==> src/rtl/display_arbiter_pkg.sv <==
// Shared types and constants for the 7-segment display arbiter.
package display_arbiter_pkg;

    typedef enum logic {
        StIdle = 1'b0,
        StHold = 1'b1
    } arb_state_e;

    localparam int unsigned ARB_NREQ        = 4;
    localparam int unsigned ARB_IDX_W       = 2;
    localparam int unsigned ARB_HOLD_CYCLES = 25000000;

endpackage

==> src/rtl/display_arbiter_rr_pick.sv <==
// Round-robin next-owner search: first set request above i_last_owner, wrapping mod ARB_NREQ.
module rr_pick
    import display_arbiter_pkg::*;
(
    input  logic [ARB_NREQ-1:0]  i_req,
    input  logic [ARB_IDX_W-1:0] i_last_owner,
    input  logic                 i_excl_owner,
    output logic [ARB_NREQ-1:0]  o_pick,
    output logic [ARB_IDX_W-1:0] o_pick_idx,
    output logic                 o_valid
);

    logic [ARB_IDX_W-1:0] w_idx;

    // The last step of the search lands back on i_last_owner itself.
    always_comb begin
        o_pick     = '0;
        o_pick_idx = i_last_owner;
        o_valid    = 1'b0;
        w_idx      = i_last_owner;
        for (int unsigned k = 1; k <= ARB_NREQ; k++) begin
            w_idx = i_last_owner + k[ARB_IDX_W-1:0];
            if (!o_valid && i_req[w_idx] && !(i_excl_owner && k == ARB_NREQ)) begin
                o_valid    = 1'b1;
                o_pick_idx = w_idx;
            end
        end
        if (o_valid) begin
            o_pick[o_pick_idx] = 1'b1;
        end
    end

endmodule

==> src/rtl/display_arbiter.sv <==
// Round-robin owner arbitration of a shared 4-digit 7-segment display with minimum hold time.
module display_arbiter
    import display_arbiter_pkg::*;
#(
    parameter int unsigned NREQ        = ARB_NREQ,
    parameter int unsigned HOLD_CYCLES = ARB_HOLD_CYCLES,
    parameter int unsigned HOLD_W      = 25
) (
    input  logic               clk,
    input  logic               rst,
    input  logic [NREQ-1:0]    req,
    input  logic [16*NREQ-1:0] data,
    output logic [NREQ-1:0]    grant,
    output logic [15:0]        disp_value,
    output logic [NREQ-1:0]    disp_dp,
    output logic               disp_blank
);

    localparam logic [HOLD_W-1:0] HoldReload = HOLD_W'(HOLD_CYCLES - 1);

    arb_state_e           r_state, w_state_d;
    logic [NREQ-1:0]      r_grant, w_grant_d;
    logic [HOLD_W-1:0]    r_cnt, w_cnt_d;
    logic [ARB_IDX_W-1:0] r_last, w_last_d;
    logic [15:0]          r_value, w_value_d;
    logic                 r_blank;

    logic [NREQ-1:0]      w_pick;
    logic [ARB_IDX_W-1:0] w_pick_idx;
    logic                 w_valid;
    logic                 w_owner_req;
    logic                 w_take;

    rr_pick u_rr_pick (
        .i_req        (req),
        .i_last_owner (r_last),
        .i_excl_owner (r_state == StHold),
        .o_pick       (w_pick),
        .o_pick_idx   (w_pick_idx),
        .o_valid      (w_valid)
    );

    assign w_owner_req = |(req & r_grant);

    always_comb begin
        w_state_d = r_state;
        w_grant_d = r_grant;
        w_cnt_d   = r_cnt;
        w_last_d  = r_last;
        w_take    = 1'b0;
        case (r_state)
            StIdle: begin
                w_take = w_valid;
            end
            StHold: begin
                if (!w_owner_req || r_cnt == '0) begin
                    if (w_valid) begin
                        w_take = 1'b1;
                    end else if (!w_owner_req) begin
                        w_state_d = StIdle;
                        w_grant_d = '0;
                        w_cnt_d   = '0;
                    end
                    // Otherwise the sole requester keeps the display with the counter parked at 0.
                end else begin
                    w_cnt_d = r_cnt - 1'b1;
                end
            end
            default: ;
        endcase
        if (w_take) begin
            w_state_d = StHold;
            w_grant_d = w_pick;
            w_cnt_d   = HoldReload;
            w_last_d  = w_pick_idx;
        end
    end

    // Displayed value follows the next-cycle owner; frozen while idle.
    always_comb begin
        w_value_d = r_value;
        if (|w_grant_d) begin
            w_value_d = data[16*w_last_d +: 16];
        end
    end

    always_ff @(posedge clk) begin
        if (rst) begin
            r_state <= StIdle;
            r_grant <= '0;
            r_cnt   <= '0;
            r_last  <= ARB_IDX_W'(NREQ - 1);
            r_value <= 16'h0000;
            r_blank <= 1'b1;
        end else begin
            r_state <= w_state_d;
            r_grant <= w_grant_d;
            r_cnt   <= w_cnt_d;
            r_last  <= w_last_d;
            r_value <= w_value_d;
            r_blank <= ~|w_grant_d;
        end
    end

    assign grant      = r_grant;
    assign disp_dp    = r_grant;
    assign disp_value = r_value;
    assign disp_blank = r_blank;

endmodule

==> config.mk <==
export PLATFORM = sky130hd
export DESIGN_NAME = display_arbiter
export DESIGN_NICKNAME = d
export VERILOG_FILES = /design/src/rtl/display_arbiter_pkg.sv /design/src/rtl/display_arbiter_rr_pick.sv /design/src/rtl/display_arbiter.sv
export SDC_FILE = /design/constraint.sdc
export NUM_CORES = 1
export LEC_CHECK = 0
export BUFFER_PORTS_ARGS = -buffer_cell sky130_fd_sc_hd__buf_2
export CAP_MARGIN = 20
export CORE_ASPECT_RATIO = 1.5
export CORE_MARGIN = 8
export CORE_UTILIZATION = 54
export DETAILED_ROUTE_END_ITERATION = 8
export GPL_TIMING_DRIVEN = 0
export PLACE_DENSITY = 0.81
export SLEW_MARGIN = 20
export SYNTH_ARGS = -nofsm -noshare
export SYNTH_HDL_FRONTEND = slang
export SYNTH_SLANG_ARGS = --single-unit
==> constraint.sdc <==
create_clock -name clk -period 8.8 [get_ports clk]
set_clock_uncertainty 0.15 [all_clocks]
set_input_delay 0.44 -clock clk [delete_from_list [all_inputs] [get_ports clk]]
set_output_delay 0.44 -clock clk [all_outputs]
set_load 0.02 [all_outputs]
==> flow_summary.toml <==
[global_route]
grt_use_total_pct = 21.7
grt_pass1_wl_um = 13000
gr-total-overflow = 0
grt_antenna_before_repair = 0
grt_pass1_vias = 2956
grt_max_degree = 16

[setup_path]
path_buf_inv = 2
worstPathArrival_ps = 3340
path_max_fanout = 10
cp_cell_sequence = "inv_1 -> ha_1 -> or3b_2 -> nor4_4 -> a31oi_1 -> nor2_4 -> mux2i_2 -> buf_6 -> mux2i_1 -> o221ai_1"
crit_family = "simple AND/OR/NAND/NOR gates"
crit_path_start_kind = "register"
cp_slowest_cell = "mux2i_2"
worstSetupPathType = "register to register"
required_ps = 8820
max_stage_delay_ps = 540
crit_path_end_kind = "register"

[synthesis]
syn_avg_cell_area_um2 = 8.69
synth_nets = 383
synth_edf_count = 0
ys_seq_elements = 49
synthCells = 312
synthesis.area_um2 = 2710
yosys_warnings = 0
synth_cell_types = 51
ys_seq_area_share_pct = 36.2
async_flop_share_pct = 0
synth_ff_type = "dfxtp_1"

[place]
globalplace.congestion = 0.870
hpwl_um = 6410
port-buffer-count = 94
placedCellCount = 472

[die]
die_y_um = 103
start_util_pct = 55.9
rows = 31
core_um2 = 4850
io_pins = 95
die_width_um = 73.9
die_area_um2 = 7590

[timing]
fin_setup_tns_ps = 0
tightest_slew_ps = 746
post-route-period-util_pct = 37.8
rsz0062_at_grt = "false"
hold_viol = 0
fmaxAchievable_mhz = 301
period_needed_ps = 3320
report.final.slew_viol_count = 0
setup_viol = 0
relSlewSlack_pct = 49.9

[detailed_routing]
ant_nets = 0
drcViolationCount = 0
drt_pass1_iterations = 5
drt_iter0_drc = 171
vias = 2808
drt_wl_total_um = 7960
wire_per_inst_um = 16.6
vias_per_cell = 5.85

[power]
power_frac_clock_pct = 16.6
p_int_mw = 0.482
ir_drop_uv = 148
netSwitchingPower_mw = 0.332
seq_power_share_pct = 38.3
p_total_mw = 0.814
combPwrFrac_pct = 45.1
swShare_pct = 40.8
p_leak_nw = 1.48
power_density_nw_per_um2 = 243

[clocking]
clockBufferDepth = 2
cts_setup_buffers = 0
clock_latency_ps = 310
htreeDepth = 2
cts.reportedPaths.clkPinSlew_ps = 90
cts-root-buf = "clkbuf_8"
cts_buffers = 5
cts_hold_buf = 0
cts_sinks = 49
ctsResizeCount = 0
cts_tree = "yes"

[finish]
antenna_cells = 0
nFillCells = 418
most-common-layout-cells = "buf_2, dfxtp_1, nor2_1"
final_common_cell = "buf_2"
drive_gt1_share_pct = 29.2
final_nets = 484
instances_no_fill = 480
area_delta_synth_final_pct = 23.6

[job]
cap_viol_max_count = 0

[run_status]
status = "complete, no violations"

[worst_hold_path]
hold_class = "input pin to register"
[synth_stat cells, types with 6 or more instances]
cell / instances / area share [%]
a21oi_1: 19 / 3.5
a311oi_1: 6 / 1.9
clkbuf_1: 9 / 1.2
dfxtp_1: 49 / 36
mux2i_1: 32 / 12
nand2_1: 26 / 3.6
nand2b_1: 10 / 2.3
nor2_1: 33 / 4.6
nor3_1: 14 / 2.6
nor4_1: 7 / 1.6
o21ai_0: 11 / 2.0
o221ai_1: 16 / 5.2
xnor2_1: 8 / 2.6
[power groups by stage]
stage | Combinational (mW) | Clock (mW) | Sequential [mW]
final | 0.367 | 0.135 | 0.312
after global placement | 0.360 | 0 | 0.313
after global routing | 0.398 | 0.144 | 0.318
after floorplan | 0.226 | 0 | 0.345
after detailed placement | 0.368 | 0 | 0.313
after CTS | 0.369 | 0.134 | 0.310
[registers in the layout (all words and copies together), names as in the netlist]
signal      count
disp_value     16
r_state         1
disp_blank      1
r_last          2
disp_dp         4
r_cnt          25
[worst min-delay path: stages]
cell and delay, ps:
buf_2 70, mux2i_1 50, o221ai_1 150
[area by class of cell]
cell class / instances / area [um^2] / share of cell area [%]
sequential: 49 / 981 / 29.3
tap: 66 / 82.6 / 2.46
buffer: 20 / 118 / 3.51
clock inverter: 2 / 15.0 / 0.448
clock buffer: 6 / 72.6 / 2.16
inverter: 4 / 15.0 / 0.448
timing repair buffer: 94 / 470 / 14.0
multi-input combinational: 239 / 1600 / 47.7
[through the flow]
| step | util, % | area, um^2 | hold WS [ps] | worst slack (ps) |
|---|---|---|---|---|
| after floorplan | - | 2710 | 314 | 5870 |
| after global placement | 67.4 | 3270 | 292 | 5450 |
| after detailed placement | 67.4 | 3270 | 300 | 5500 |
| after CTS | 69.2 | 3350 | 287 | 5480 |
| after global routing | 69.2 | 3350 | 304 | 5300 |
| final | 69.2 | 3350 | 286 | 5480 |
[final timing paths]
check | from | end | slack (ps) | cells after the start
setup / recovery | r_cnt[0] | disp_value[1] | 5480 | 10
hold / removal | data[48] | disp_value[0] | 290 | 3
setup reg to reg | r_cnt[0] | disp_value[1] | 5480 | 10
hold reg to reg | disp_value[3] | disp_value[3] | 320 | 2
[cells by family after synthesis]
group | Yosys count | synth area share [%]
mux | 33 | 12.3
xor+xnor | 10 | 3.23
buf+inv | 24 | 4.89
simple gates | 117 | 22.4
compound gates | 78 | 20.5
flops | 49 | 36.2
fa+ha+maj | 1 | 0.461
[routing by layer]
metal,vias to the layer above,wire length [um],GRT usage [%]
li1,1367,-,-
met1,1299,3050,20.7
met2,120,4110,40.0
met3,22,552,7.40
met4,0,253,10.2
met5,-,0,0
No activity file was read; power rests on OpenSTA's default activity.
